## config.mk

```make
export PLATFORM = sky130hd
export DESIGN_NAME = dual_issue_pair_splitter
export DESIGN_NICKNAME = d
export VERILOG_FILES = /design/src/rtl/dual_issue_pair_splitter_pkg.sv /design/src/rtl/dual_issue_pair_splitter_fields.sv /design/src/rtl/dual_issue_pair_splitter.sv
export SDC_FILE = /design/constraint.sdc
export NUM_CORES = 1
export LEC_CHECK = 0
export BUFFER_PORTS_ARGS = -buffer_cell sky130_fd_sc_hd__clkbuf_2
export CORE_MARGIN = 10
export CORE_UTILIZATION = 40
export DETAILED_ROUTE_END_ITERATION = 6
export GPL_ROUTABILITY_DRIVEN = 0
export GPL_TIMING_DRIVEN = 0
export PLACE_DENSITY = 0.76
export SYNTH_ARGS = -nofsm -noshare
export SYNTH_HDL_FRONTEND = slang
export SYNTH_SLANG_ARGS = --single-unit
```

## constraint.sdc

```tcl
create_clock -name clk -period 1.9 [get_ports clk]
set_input_delay 0.19 -clock clk [delete_from_list [all_inputs] [get_ports clk]]
set_output_delay 0.19 -clock clk [all_outputs]
set_load 0.01 [all_outputs]
```

## src/rtl/dual_issue_pair_splitter_pkg.sv

```systemverilog
// Shared definitions for the dual-issue pair splitter: RV32 opcode
// constants, field widths and the splitter state encoding.
package dual_issue_pair_splitter_pkg;

    localparam int unsigned OPC_W = 7;
    localparam int unsigned REG_W = 5;
    localparam int unsigned ENC_W = 32;

    localparam logic [OPC_W-1:0] OP_R      = 7'b0110011;
    localparam logic [OPC_W-1:0] OP_IMM    = 7'b0010011;
    localparam logic [OPC_W-1:0] OP_LOAD   = 7'b0000011;
    localparam logic [OPC_W-1:0] OP_STORE  = 7'b0100011;
    localparam logic [OPC_W-1:0] OP_BRANCH = 7'b1100011;
    localparam logic [OPC_W-1:0] OP_JAL    = 7'b1101111;
    localparam logic [OPC_W-1:0] OP_JALR   = 7'b1100111;
    localparam logic [OPC_W-1:0] OP_LUI    = 7'b0110111;
    localparam logic [OPC_W-1:0] OP_AUIPC  = 7'b0010111;

    // PAIR: both slots may issue together; SECOND: the buffered slot 2 issues on lane 1
    typedef enum logic {
        PAIR   = 1'b0,
        SECOND = 1'b1
    } state_e;

endpackage

```

## src/rtl/dual_issue_pair_splitter_fields.sv

```systemverilog
// instr_reg_fields: combinational register-field decode of one instruction.
// Ports:
//   instr_i       instruction encoding
//   rd_o/rs1_o/rs2_o  register specifier fields
//   uses_rs1_o    instruction reads rs1
//   uses_rs2_o    instruction reads rs2 (R, S, B types)
//   writes_rd_o   instruction writes rd
//   is_mem_o      load or store
module instr_reg_fields
    import dual_issue_pair_splitter_pkg::*;
(
    input  logic [ENC_W-1:0] instr_i,
    output logic [REG_W-1:0] rd_o,
    output logic [REG_W-1:0] rs1_o,
    output logic [REG_W-1:0] rs2_o,
    output logic             uses_rs1_o,
    output logic             uses_rs2_o,
    output logic             writes_rd_o,
    output logic             is_mem_o
);

    logic [OPC_W-1:0] opcode;
    // funct3/funct7 do not affect hazard decisions
    logic             unused_funct;

    assign opcode       = instr_i[6:0];
    assign unused_funct = ^{instr_i[31:25], instr_i[14:12]};

    assign rd_o  = instr_i[11:7];
    assign rs1_o = instr_i[19:15];
    assign rs2_o = instr_i[24:20];

    // Per-opcode register usage
    always_comb begin
        uses_rs1_o  = 1'b1;
        uses_rs2_o  = 1'b0;
        writes_rd_o = 1'b0;
        is_mem_o    = 1'b0;
        case (opcode)
            OP_R: begin
                uses_rs2_o  = 1'b1;
                writes_rd_o = 1'b1;
            end
            OP_IMM:    writes_rd_o = 1'b1;
            OP_LOAD: begin
                writes_rd_o = 1'b1;
                is_mem_o    = 1'b1;
            end
            OP_STORE: begin
                uses_rs2_o = 1'b1;
                is_mem_o   = 1'b1;
            end
            OP_BRANCH: uses_rs2_o = 1'b1;
            OP_JALR:   writes_rd_o = 1'b1;
            OP_JAL, OP_LUI, OP_AUIPC: begin
                uses_rs1_o  = 1'b0;
                writes_rd_o = 1'b1;
            end
            default: ;
        endcase
    end

endmodule

```

## src/rtl/dual_issue_pair_splitter.sv

```systemverilog
// dual_issue_pair_splitter: decides what each execute lane receives from the
// fetched instruction pair. Dependent (RAW) or dual-memory pairs are split:
// slot 1 issues alone, slot 2 is buffered and issues on lane 1 next cycle.
// Ports:
//   clk, rst              clock, synchronous active-high reset
//   StallIn, FlushD       external stall (hold) and decode flush
//   ValidD*/InstrD*/PCD*  fetched pair (slot 1 older)
//   InstrL*/PCL*/ValidL*  lane 1 / lane 2 issue (flush = !Valid)
//   StallFD               hold PC and fetch/decode register
//   SplitBusy             buffered slot 2 is issuing
module dual_issue_pair_splitter
    import dual_issue_pair_splitter_pkg::*;
#(
    parameter int unsigned XLEN              = 32,
    parameter int unsigned SPLIT_ON_DUAL_MEM = 1
) (
    input  logic            clk,
    input  logic            rst,
    input  logic            StallIn,
    input  logic            FlushD,
    input  logic            ValidD1,
    input  logic            ValidD2,
    input  logic [XLEN-1:0] InstrD1,
    input  logic [XLEN-1:0] InstrD2,
    input  logic [XLEN-1:0] PCD1,
    input  logic [XLEN-1:0] PCD2,
    output logic [XLEN-1:0] InstrL1,
    output logic [XLEN-1:0] PCL1,
    output logic            ValidL1,
    output logic [XLEN-1:0] InstrL2,
    output logic [XLEN-1:0] PCL2,
    output logic            ValidL2,
    output logic            StallFD,
    output logic            SplitBusy
);

    localparam bit DUAL_MEM_SPLIT = (SPLIT_ON_DUAL_MEM != 0);

    state_e            state_q, state_d;
    logic [XLEN-1:0]   buf_instr_q, buf_instr_d;
    logic [XLEN-1:0]   buf_pc_q, buf_pc_d;

    logic [REG_W-1:0]  rd1, rs1_1, rs2_1, rd2, rs1_2, rs2_2;
    logic              uses_rs1_1, uses_rs2_1, writes_rd1, is_mem1;
    logic              uses_rs1_2, uses_rs2_2, writes_rd2, is_mem2;
    logic              raw, mem, conflict;
    logic              unused_fields;

    instr_reg_fields u_fields_1 (
        .instr_i     (InstrD1[ENC_W-1:0]),
        .rd_o        (rd1),
        .rs1_o       (rs1_1),
        .rs2_o       (rs2_1),
        .uses_rs1_o  (uses_rs1_1),
        .uses_rs2_o  (uses_rs2_1),
        .writes_rd_o (writes_rd1),
        .is_mem_o    (is_mem1)
    );

    instr_reg_fields u_fields_2 (
        .instr_i     (InstrD2[ENC_W-1:0]),
        .rd_o        (rd2),
        .rs1_o       (rs1_2),
        .rs2_o       (rs2_2),
        .uses_rs1_o  (uses_rs1_2),
        .uses_rs2_o  (uses_rs2_2),
        .writes_rd_o (writes_rd2),
        .is_mem_o    (is_mem2)
    );

    // Slot 1 sources and slot 2 destination never create a hazard within a pair
    assign unused_fields = ^{rs1_1, rs2_1, uses_rs1_1, uses_rs2_1, rd2, writes_rd2};

    // Slot 2 reads what slot 1 writes (x0 never creates a dependence)
    assign raw = writes_rd1 && (rd1 != '0) &&
                 ((uses_rs1_2 && (rs1_2 == rd1)) || (uses_rs2_2 && (rs2_2 == rd1)));
    assign mem      = DUAL_MEM_SPLIT && is_mem1 && is_mem2;
    assign conflict = ValidD1 && ValidD2 && (raw || mem);

    // State and slot-2 buffer
    always_ff @(posedge clk) begin
        if (rst) begin
            state_q     <= PAIR;
            buf_instr_q <= '0;
            buf_pc_q    <= '0;
        end else begin
            state_q     <= state_d;
            buf_instr_q <= buf_instr_d;
            buf_pc_q    <= buf_pc_d;
        end
    end

    // Next state and lane selection
    always_comb begin
        state_d     = state_q;
        buf_instr_d = buf_instr_q;
        buf_pc_d    = buf_pc_q;
        InstrL1     = InstrD1;
        PCL1        = PCD1;
        ValidL1     = ValidD1;
        InstrL2     = InstrD2;
        PCL2        = PCD2;
        ValidL2     = ValidD2;
        StallFD     = 1'b0;
        SplitBusy   = (state_q == SECOND);

        case (state_q)
            PAIR: begin
                if (conflict) begin
                    ValidL1 = 1'b1;
                    ValidL2 = 1'b0;
                    if (!StallIn) begin
                        buf_instr_d = InstrD2;
                        buf_pc_d    = PCD2;
                        state_d     = SECOND;
                    end
                end
            end
            SECOND: begin
                InstrL1 = buf_instr_q;
                PCL1    = buf_pc_q;
                ValidL1 = 1'b1;
                ValidL2 = 1'b0;
                // Decided from state alone so the decode compare never reaches fetch
                StallFD = 1'b1;
                if (!StallIn) begin
                    state_d = PAIR;
                end
            end
            default: state_d = PAIR;
        endcase

        if (StallIn) begin
            StallFD = 1'b1;
        end

        // Flush beats stall and conflict; any buffered instruction is dropped
        if (FlushD) begin
            ValidL1     = 1'b0;
            ValidL2     = 1'b0;
            StallFD     = 1'b0;
            state_d     = PAIR;
            buf_instr_d = buf_instr_q;
            buf_pc_d    = buf_pc_q;
        end

        if (rst) begin
            InstrL1   = '0;
            PCL1      = '0;
            ValidL1   = 1'b0;
            InstrL2   = '0;
            PCL2      = '0;
            ValidL2   = 1'b0;
            StallFD   = 1'b0;
            SplitBusy = 1'b0;
        end
    end

endmodule

```

# Yosys cells after proc, flatten, opt, wreduce, memory -nomap -nowiden
# Index checks and enable logic that the tools add are counted.
[op_classes]
addsub = 0
n_mul = 0
n_div = 0
magnitude_cmp = 0
n_eq_ne = 17
n_shift = 0
n_mux = 28
n_bitwise = 3
reduce_logical = 17
[op_table]
columns = ["cell", "n"]
rows = [
  ["$mux 32", 6],
  ["$eq 7x6->1 const B", 6],
  ["$eq 7x7->1 const B", 4],
  ["$eq 7x5->1 const B", 3],
  ["$mux 1", 19],
  ["$eq 7x2->1 const B", 2],
  ["$eq 5x5->1", 2],
  ["$logic_and 1x1->1", 7],
  ["$reduce_or 7->1", 1],
  ["$pmux 1 s2", 3],
  ["$reduce_or 2->1", 3],
  ["$reduce_or 3->1", 2],
  ["$reduce_bool 5->1", 1],
  ["$reduce_and 4->1", 1],
  ["$not 1->1", 3],
  ["$logic_or 1x1->1", 2],
]
[totals]
ff_bits = 65
latch_bits = 0
mem_bits_rw = 0
mem_bits_ro = 0
in_bits = 134
elab_cells = 68
n_memories = 0

# Logic depth before layout (Yosys ltp)
# Gate-level depths: netlist of run 1.
[logic_depth]
word_depth = 12
depth_mapped = 6

# Modules after synthesis
# From an unflattened synthesis of run 1, not the netlist that was laid out.
[hier_totals]
hier_cells = 504
hier_area_um2 = 4825.9
[modules_own_cells]
columns = ["mod", "n_inst", "cells_per_inst", "area_each_um2", "seq_area_each_um2"]
rows = [
  ["dual_issue_pair_splitter", 1, 450, 4395.5, 1301.2],
  ["instr_reg_fields", 2, 27, 215.2, 0.0],
]

# Worst setup path before layout of run 1
# Ideal clock, no wire load.
[synth_path]
kind = "input -> register"
from = "input port InstrD1[10]"
to = "register buf_instr_q[0]"
setup_ps = 121
t_arrival_ps = 1707
setup_slack_ps = 71
path_stages = 6
path_buffers = 1
cell_sequence = "or4_1 -> o21ai_0 -> o21ai_1 -> o2111ai_4 -> buf_6 -> mux2_4"
[synth_between]
elab_chain_cells = 7
elab_cells_between_ends = 11
[synth_rtl]
columns = ["item", "line_no", "text"]
rows = [
  ["from (decl)", "dual_issue_pair_splitter.sv:23", "input logic [XLEN-1:0] InstrD1,"],
  ["$eq 5x5->1", "dual_issue_pair_splitter.sv:76", "((uses_rs1_2 && (rs1_2 == rd1)) || (uses_rs2_2 && (rs2_2 == rd1)));"],
  ["$logic_and 1x1->1", "dual_issue_pair_splitter.sv:76", ""],
  ["$logic_or 1x1->1", "dual_issue_pair_splitter.sv:76", ""],
  ["$logic_and 1x1->1 (*)", "dual_issue_pair_splitter.sv:75", "assign raw = writes_rd1 && (rd1 != '0) &&"],
  ["$logic_or 1x1->1 (*)", "dual_issue_pair_splitter.sv:78", "assign conflict = ValidD1 && ValidD2 && (raw || mem);"],
  ["$logic_and 1x1->1 (*)", "dual_issue_pair_splitter.sv:78", ""],
  ["$reduce_and 4->1 (no line) (*)", "-", ""],
  ["to (signal assigned)", "dual_issue_pair_splitter.sv:88", "buf_instr_q <= buf_instr_d;"],
  ["to (decl)", "dual_issue_pair_splitter.sv:40", "logic [XLEN-1:0] buf_instr_q, buf_instr_d;"],
]
# Every way passes the cells marked *; elsewhere a longest branch is shown, timed or not.
# A chain may end at the register's enable or synchronous reset.

# Worst setup path after layout of run 1
[layout_path]
from = "input port InstrD2[3]"
to = "register buf_instr_q[0]"
[layout_between]
elab_chain_cells = 9
elab_cells_between_ends = 21
[layout_rtl]
columns = ["item", "line_no", "text"]
rows = [
  ["from (decl)", "dual_issue_pair_splitter.sv:24", "input logic [XLEN-1:0] InstrD2,"],
  ["$eq 7x7->1, or another cell as far along", "-", ""],
  ["$reduce_or 3->1", "-", ""],
  ["$mux 1", "dual_issue_pair_splitter_fields.sv:39", "case (opcode)"],
  ["$logic_and 1x1->1", "dual_issue_pair_splitter.sv:76", ""],
  ["$logic_or 1x1->1", "dual_issue_pair_splitter.sv:76", ""],
  ["$logic_and 1x1->1", "dual_issue_pair_splitter.sv:75", ""],
  ["$logic_or 1x1->1 (*)", "dual_issue_pair_splitter.sv:78", ""],
  ["$logic_and 1x1->1 (*)", "dual_issue_pair_splitter.sv:78", ""],
  ["$reduce_and 4->1 (no line) (*)", "-", ""],
]
# Marked as above.

==> results.py, run 1 <==
metrics = {
    "worst_setup_path": {
        "critical_path.max_fanout": 10,
        "path_class": "in2reg",
        "r2r_end": "buf_instr_q[0]",
        "critPathCaptureType": "register",
        "worstPathRequired_ns": 2.13,
        "ff2ff_setup_slack_ns": 0.18,
        "r2r_cells": 4,
        "regToRegStartpoint": "state_q",
        "arrival_ns": 2.07,
        "start_kind": "primary input",
    },
    "placement": {
        "numPortBuffers": 264,
        "pre_cts_ws_ns": -0.8755,
        "place_hpwl_mm": 13.67,
    },
    "die": {
        "start_util_pct": 41.00,
        "coreArea_um2": 10840,
        "chipHeight_um": 125.4,
        "die-width_um": 125.4,
        "ioPinCount": 266,
        "rows": 38,
        "die-area_um2": 15730,
    },
    "cts": {
        "clk_pin_slew_worst_paths_ns": 0.07,
        "post-cts-setup-buffer-count": 0,
        "cts.sinks": 65,
        "cts_root_buf": "clkbuf_8",
        "cts_buffers": 9,
        "htree_levels": 3,
        "clockBufferDepth": 2,
        "cts_tree": "done",
        "clk_latency_ns": 0.35,
    },
    "run_status": {
        "status": "finished, final reports clean",
    },
    "drt": {
        "routed_wl_mm": 16.30,
        "num_vias": 4315,
        "via_per_inst": 4.887,
        "drt_first_pass_iters": 4,
        "ant_nets": 0,
        "route.detailed.drc": 0,
        "drt_first_iter_violations": 161,
        "wl_per_cell_um": 18.46,
    },
    "min_path": {
        "min_path_type": "in2reg",
        "hold_path_startpoint": "FlushD",
        "worstHoldEndpoint": "state_q",
        "holdPathStages": 2,
    },
    "power": {
        "power_density_nw_per_um2": 537.9,
        "leakage_nw": 3.083,
        "peakVddDrop_uv": 363.0,
        "power_mw": 3.336,
    },
    "grt": {
        "grt_start_max_net_pins": 13,
        "grt.overflow.total": 0,
        "antenna_found_initial": 0,
        "grtUsageTotal_pct": 19.78,
        "grt_first_pass_wirelength_mm": 25.48,
        "grt_pass1_vias": 4812,
    },
    "timing": {
        "hold_viol": 0,
        "fin_skew_ns": 0.004632,
        "finalMaxSlewViolations": 0,
        "fmax_mhz": 545.6,
        "relSlewSlack_pct": 63.93,
        "setup_viol": 0,
        "layout_min_cycle_time_ns": 1.833,
        "period_share_pct": 96.47,
        "grt_setup_unrepaired": "yes",
        "worstMarginPinSlew_ns": 0.5411,
        "worst_slack_ns": 0.06710,
        "setup_tns_ns": 0,
    },
    "layout": {
        "drive_above_1_share_pct": 50.07,
        "final_common_cell": "clkbuf_2",
        "area_growth_pct": 39.53,
        "finish.utilization_pct": 57.20,
        "antennaDiodeCount": 0,
        "layout_common_cells": "clkbuf_2, nor2b_1, nor2_1",
        "layout.nets": 872,
    },
    "logic_synthesis": {
        "synth.yosys.seq_area_share_pct": 29.28,
        "ys_types": 35,
        "synth_nets": 598,
        "netlist_top_cells_area": "dfxtp_1, mux2_4, nor2b_1",
        "ys.flop_type": "dfxtp_1",
        "yosysTopAreaCell": "dfxtp_1",
        "synth_edf_count": 0,
        "yosys_warnings": 0,
        "synth_area_um2": 4444,
        "synthArstFlopShare_pct": 0,
        "synth-seq-cells": 65,
        "yosysTopAreaCellShare_pct": 29.28,
        "syn_avg_cell_area_um2": 9.578,
        "syn_inst": 464,
    },
    "run": {
        "cap_violations": 0,
    },
}
==> kinds of logic after synthesis <==
family / Yosys count / synth area share, %
AOI/OAI and AO/OA: 12 / 2.196
xor gates and xnor gates: 10 / 1.971
buffers and inverters: 36 / 4.082
DFF: 65 / 29.28
muxes: 128 / 35.70
and+or+nand+nor: 213 / 26.77
==> critical path, stage by stage <==
cell       delay (ns)
clkbuf_2         0.11
or3b_1           0.39
a21oi_2          0.21
nor4_2           0.10
o2111ai_4        0.47
buf_6            0.27
mux2_4           0.32
==> routing by layer <==
metal	global-route usage, %	routed length, µm	vias to the layer above
met5	0	0	-
met4	7.046	247	0
met3	8.534	1676	19
met2	34.40	7949	206
met1	20.89	6429	1989
li1	-	-	2101
==> timing repair <==
item	CTS	global route
hold buffers	0	0
gates resized for setup	20	4
endpoints found under the setup margin	129	72
==> cell usage after synthesis, types with 2 or more instances <==
library cell,count
a21oi_1,2
and4b_1,2
and4bb_2,2
buf_1,4
buf_6,6
clkbuf_1,24
dfxtp_1,65
mux2_2,4
mux2_4,60
mux2i_1,64
nand3_1,3
nand4_1,2
nor2_1,67
nor2b_1,129
o21ai_1,2
xnor2_1,8
xor2_1,2
==> power breakdown <==
group | switching (mW) | total (mW) | internal (mW) | leakage, nW
clock | 0.566 | 1.30 | 0.738 | 0.109
combinational | 0.376 | 0.672 | 0.295 | 2.45
sequential | 0.0000909 | 1.36 | 1.36 | 0.524
total | 0.943 | 3.34 | 2.39 | 3.08
==> how the worst max path moves through the flow <==
stage,from,to,slack (ns),cells past startpoint
6_report,InstrD2[3],buf_instr_q[0],0.07,7
3_3_place_gp,rst,InstrL1[25],-0.80,6
4_1_cts,state_q,InstrL1[25],0.03,5
2_1_floorplan,InstrD1[10],buf_instr_q[0],0.07,6
3_5_place_dp,rst,InstrL1[20],-0.88,6
5_1_grt,InstrD2[4],ValidL2,-0.01,7
==> metrics by stage <==
stage          hold slack [ns]  instance area (µm²)  cells
6_report                0.1030                 6201    883
5_1_grt                0.09921                 6201    883
4_1_cts                0.08634                 6191    883
3_5_place_dp            0.4738                 5941    868
3_3_place_gp            0.4531                 5941    868
2_1_floorplan           0.2628                 4444    464
==> flip-flops by register name (all words and copies together), names as in the netlist <==
register and flops:
buf_instr_q 32, buf_pc_q 32, state_q 1
==> layout make-up <==
cell class	count	area (µm²)
Clock inverter	7	95.09
Clock buffer	9	123.9
Multi-Input combinational cell	363	2977
Tap cell	140	175.2
Buffer	34	200.2
Fill cell	959	4639
Sequential cell	65	1305
Inverter	1	3.754
Timing Repair Buffer	264	1321
No activity file was read; power rests on OpenSTA's default activity.
==> inputs of run 2 (changes only) <==
--- a/config.mk
+++ b/config.mk
@@ -6,12 +6,15 @@
 export NUM_CORES = 1
 export LEC_CHECK = 0
 export BUFFER_PORTS_ARGS = -buffer_cell sky130_fd_sc_hd__clkbuf_2
+export CELL_PAD_IN_SITES_DETAIL_PLACEMENT = 1
+export CELL_PAD_IN_SITES_GLOBAL_PLACEMENT = 1
 export CORE_MARGIN = 10
-export CORE_UTILIZATION = 40
+export CORE_UTILIZATION = 28
 export DETAILED_ROUTE_END_ITERATION = 6
 export GPL_ROUTABILITY_DRIVEN = 0
 export GPL_TIMING_DRIVEN = 0
-export PLACE_DENSITY = 0.76
+export PLACE_DENSITY = 0.75
 export SYNTH_ARGS = -nofsm -noshare
 export SYNTH_HDL_FRONTEND = slang
 export SYNTH_SLANG_ARGS = --single-unit
+export TNS_END_PERCENT = 100
==> constraint.sdc (replaced) <==
create_clock -name clk -period 1.9 [get_ports clk]
set_input_delay 0.285 -clock clk [delete_from_list [all_inputs] [get_ports clk]]
set_output_delay 0.285 -clock clk [all_outputs]
set_load 0.01 [all_outputs]
==> run 2 against run 1 <==
Against the previous run:
- routed wire length increased by 15%
- worst hold slack gained 0.11 ns
- clock skew rose by 0.0013 ns
- final cell count grew 8.6%
- register-to-register slack improved by 0.09 ns
- largest power group is now clock
==> results.py, run 2 (same netlist as run 1, synthesis figures left out) <==
metrics = {
    "run_status": {
        "status": "finished, final reports clean",
    },
    "cts": {
        "clk_latency_ns": 0.34,
        "htree_levels": 3,
        "cts_root_buf": "clkbuf_16",
        "cts_buffers": 9,
        "clk_pin_slew_worst_paths_ns": 0.06,
        "cts.sinks": 65,
        "cts_tree": "done",
        "clockBufferDepth": 2,
        "cts-hold-fix-buffers": 0,
    },
    "drt": {
        "route.detailed.drc": 0,
        "drt_first_iter_violations": 84,
        "num_vias": 4322,
        "ant_nets": 0,
        "via_per_inst": 4.507,
        "routed_wl_mm": 18.79,
        "wl_per_cell_um": 19.59,
        "drt_first_pass_iters": 4,
    },
    "timing": {
        "grt_setup_unrepaired": "yes",
        "hold_ws_ns": 0.2172,
        "setup_tns_ns": 0,
        "fmax_mhz": 528.2,
        "period_share_pct": 99.64,
        "layout_min_cycle_time_ns": 1.893,
        "hold_viol": 0,
        "relSlewSlack_pct": 61.89,
        "worstMarginPinSlew_ns": 0.5716,
        "finalMaxSlewViolations": 0,
        "worst_slack_ns": 0.006792,
        "fin_skew_ns": 0.005913,
        "setup_viol": 0,
    },
    "die": {
        "ioPinCount": 266,
        "die-area_um2": 21310,
        "rows": 45,
        "die-width_um": 146.0,
        "chipHeight_um": 146.0,
        "coreArea_um2": 15370,
        "start_util_pct": 28.91,
    },
    "power": {
        "power_mw": 3.986,
        "peakVddDrop_uv": 401.6,
        "leakage_nw": 3.209,
        "power_density_nw_per_um2": 604.2,
    },
    "layout": {
        "design_area_um2": 6598,
        "final_cells": 959,
        "drive_above_1_share_pct": 50.80,
        "area_growth_pct": 48.45,
        "top_regs": "buf_instr_q (32), buf_pc_q (32), state_q (1)",
        "final_common_cell": "clkbuf_2",
        "finish.utilization_pct": 42.92,
        "antennaDiodeCount": 0,
        "layout.nets": 877,
        "layout_common_cells": "clkbuf_2, nor2b_1, nor2_1",
    },
    "placement": {
        "pre_cts_ws_ns": -1.224,
        "numPortBuffers": 264,
        "place_hpwl_mm": 15.64,
        "place_area_um2": 6033,
        "placedCellCount": 939,
    },
    "grt": {
        "grt.overflow.total": 0,
        "grtUsageTotal_pct": 17.02,
        "grt_pass1_vias": 4826,
        "grt_start_max_net_pins": 20,
        "antenna_found_initial": 0,
        "grt_first_pass_wirelength_mm": 28.68,
    },
    "worst_setup_path": {
        "critical_path.max_fanout": 5,
        "start_kind": "primary input",
        "arrival_ns": 1.61,
        "critPathCaptureType": "primary output",
        "r2r_cells": 5,
        "path_class": "in2out",
        "worstPathRequired_ns": 1.62,
    },
    "min_path": {
        "holdPathStages": 2,
        "min_path_type": "in2reg",
    },
    "run": {
        "cap_violations": 0,
    },
}
## run 2: changes by cell type in the layout (fill, tap and decap cells not counted), sizes merged
cell      change
buf          +11
clkbuf        -3
clkinv        -2
clkinvlp      -1
## run 2: worst max-delay path: stages
cell       delay, ns
buf_8           0.10
or3b_4          0.41
a21oi_4         0.20
nor4_4          0.09
o2111ai_1       0.17
and4b_1         0.24
buf_6           0.11
## run 2: final cells by class
class | instances | area, µm²
Clock inverter | 4 | 73.82
Inverter | 1 | 3.754
Sequential cell | 65 | 1305
Timing Repair Buffer | 270 | 1444
Clock buffer | 12 | 266.5
Fill cell | 1879 | 8773
Multi-Input combinational cell | 363 | 3022
Buffer | 33 | 219.0
Tap cell | 211 | 264.0
## run 2: what timing repair did
action,CTS,global route
endpoints found under the setup margin,129,97
gates resized for setup,39,20
endpoints found under the hold margin,0,0
setup buffers,5,1
pin swaps,8,6
## run 2: final timing paths
check,start,endpoint,slack [ns]
worst max-delay path,InstrD2[6],ValidL2,0.007
worst min-delay path,FlushD,state_q,0.22
worst max register to register,state_q,buf_pc_q[2],0.27
worst min register to register,buf_pc_q[5],buf_pc_q[5],0.61
## run 2: layer usage
layer  vias to the layer above  track usage [%]  routed length, µm
met5                         -                0                  0
met4                         0            5.455                275
met3                        18            7.544               1799
met2                       192            27.96               8669
met1                      1995            19.35               8040
li1                       2117                -                  -
## run 2: where the power goes
part / internal [mW] / switching (mW) / leakage, nW
sequential: 1.36 / 0.0000957 / 0.524
clock: 1.26 / 0.657 / 0.169
combinational: 0.313 / 0.398 / 2.52
total: 2.93 / 1.05 / 3.21
==> inputs of run 3 (changes only) <==
==> constraint.sdc (replaced) <==
create_clock -name clk -period 1.9 [get_ports clk]
set_input_delay 0.285 -clock clk [delete_from_list [all_inputs] [get_ports clk]]
set_output_delay 0.285 -clock clk [all_outputs]
set_load 0.1 [all_outputs]
==> run 3 against run 2 <==
Against the previous run:
- the run now ends with negative setup slack left
- combinational power grew to 3.0 times the previous value
- final cell count is 2.3% higher
- clock power is 20% lower
- maximum frequency is 6.0% lower
- global-route usage is 1.9 points higher
- worst hold slack better by 0.015 ns
- register-to-register slack worse by 0.09 ns
- largest power group is now combinational logic
- highest routed layer unchanged
==> results.py, run 3 (same netlist as run 1, synthesis figures left out) <==
metrics = {
    "power": {
        "peakVddDrop_uv": 386.3,
        "leakage_nw": 3.914,
        "power_density_nw_per_um2": 553.7,
    },
    "grt": {
        "grt_first_pass_wirelength_mm": 32.06,
        "grt_pass1_vias": 5441,
        "grtUsageTotal_pct": 18.90,
        "grt.overflow.total": 0,
        "antenna_found_initial": 0,
        "grt_start_max_net_pins": 12,
    },
    "cts": {
        "htree_levels": 3,
        "clk_pin_slew_worst_paths_ns": 0.05,
        "clk_latency_ns": 0.34,
        "cts_buffers": 9,
        "cts_tree": "done",
        "cts_root_buf": "clkbuf_16",
        "cts.sinks": 65,
        "clockBufferDepth": 2,
    },
    "timing": {
        "relSlewSlack_pct": 61.09,
        "finalMaxSlewViolations": 0,
        "grt_setup_unrepaired": "yes",
        "fmax_mhz": 496.5,
        "period_share_pct": 106.0,
        "layout_min_cycle_time_ns": 2.014,
        "worst_slack_ns": -0.1141,
        "fin_skew_ns": 0.007114,
        "setup_viol": 77,
        "hold_viol": 0,
        "worstMarginPinSlew_ns": 0.5861,
    },
    "placement": {
        "pre_cts_ws_ns": -1.008,
        "place_hpwl_mm": 15.89,
        "placedCellCount": 939,
        "numPortBuffers": 264,
    },
    "worst_setup_path": {
        "arrival_ns": 1.73,
        "ff2ff_setup_slack_ns": 0.18,
        "worstPathRequired_ns": 1.62,
        "critical_path.max_fanout": 3,
        "critPathCaptureType": "primary output",
        "cp_cell_sequence": "clkbuf_16 > or4_4 > o21ai_4 > o21ai_4 > o2111ai_2 > and4b_4 > clkbuf_16",
        "start_kind": "primary input",
        "cpPeakStageDelay_ns": 0.54,
        "path_class": "in2out",
        "cp_slowest_cell": "or4_4",
    },
    "layout": {
        "layout_common_cells": "clkbuf_2, nor2b_1, nor2_4",
        "top_regs": "buf_instr_q (32), buf_pc_q (32), state_q (1)",
        "final_cells": 981,
        "antennaDiodeCount": 0,
        "area_growth_pct": 103.7,
        "final_common_cell": "clkbuf_2",
        "drive_above_1_share_pct": 69.61,
        "layout.nets": 899,
    },
    "drt": {
        "ant_nets": 0,
        "route.detailed.drc": 0,
        "routed_wl_mm": 23.33,
        "drt_first_pass_iters": 4,
        "drt_first_iter_violations": 129,
        "via_per_inst": 4.783,
        "num_vias": 4692,
        "wl_per_cell_um": 23.78,
    },
    "run": {
        "cap_violations": 0,
    },
    "die": {
        "die-area_um2": 21310,
        "start_util_pct": 28.91,
        "rows": 45,
        "ioPinCount": 266,
        "chipHeight_um": 146.0,
        "coreArea_um2": 15370,
        "die-width_um": 146.0,
    },
    "min_path": {
        "min_path_type": "in2reg",
    },
    "run_status": {
        "violations": "negative setup slack",
        "status": "finished, violations left",
    },
}
-- run 3: cell count changes in the layout (fill, tap and decap cells not counted), sizes merged --
cell and change:
clkinvlp +2, buf +43, clkinv +2, bufinv -2, clkbuf -23
-- run 3: worst max-delay path, delay by kind of cell --
family                 cells  cell delay (ns)
AND/OR/NAND/NOR            2             0.80
buffers and inverters      2             0.32
AO/OA/AOI/OAI              3             0.32
-- run 3: final cells by class --
| class | instances | area (µm²) |
|---|---|---|
| inverter | 1 | 3.754 |
| clock buffer | 10 | 229.0 |
| tap | 211 | 264.0 |
| timing repair buffer | 291 | 2546 |
| multi-input combinational | 363 | 4217 |
| clock inverter | 6 | 35.03 |
| sequential | 65 | 1305 |
| buffer | 34 | 451.7 |
| fill | 1611 | 6320 |
-- run 3: timing repair --
item                       4_1_cts  5_1_grt
gates cloned                     0       14
setup endpoints to repair      129      123
resized for setup              244      130
pin swaps                       12        8
setup buffers                    6        7
hold buffers                     0        0
-- run 3: final timing paths --
path,from,end,cells after the start
worst max-delay path,InstrD1[9],ValidL2,7
worst min register to register,buf_pc_q[3],buf_pc_q[3],2
worst min-delay path,FlushD,state_q,2
worst max register to register,state_q,buf_instr_q[0],5
-- run 3: power by group --
| part | internal, mW | switching [mW] | total (mW) |
|---|---|---|---|
| clock network | 0.873 | 0.644 | 1.52 |
| registers | 1.36 | 0.000164 | 1.36 |
| logic | 0.572 | 1.56 | 2.13 |
-- run 3: through the flow --
stage	total power [mW]	TNS, ns	util (%)	area, µm²	hold slack [ns]
floorplan	2.823	-37.47	-	5004	0.3578
global placement	3.195	-87.14	42.87	6589	0.5498
detailed placement	3.213	-88.12	42.87	6589	0.5678
CTS	4.944	-2.100	52.18	8020	0.2096
global route	5.166	-6.449	58.88	9051	0.2635
finish	5.012	-2.672	58.88	9051	0.2327
-- run 3: layer usage --
metal,GRT usage (%),vias up,wire length [µm]
li1,-,2163,-
met1,19.96,2321,8586
met2,35.53,183,12900
met3,6.209,25,1485
met4,3.854,0,350
met5,0,-,0
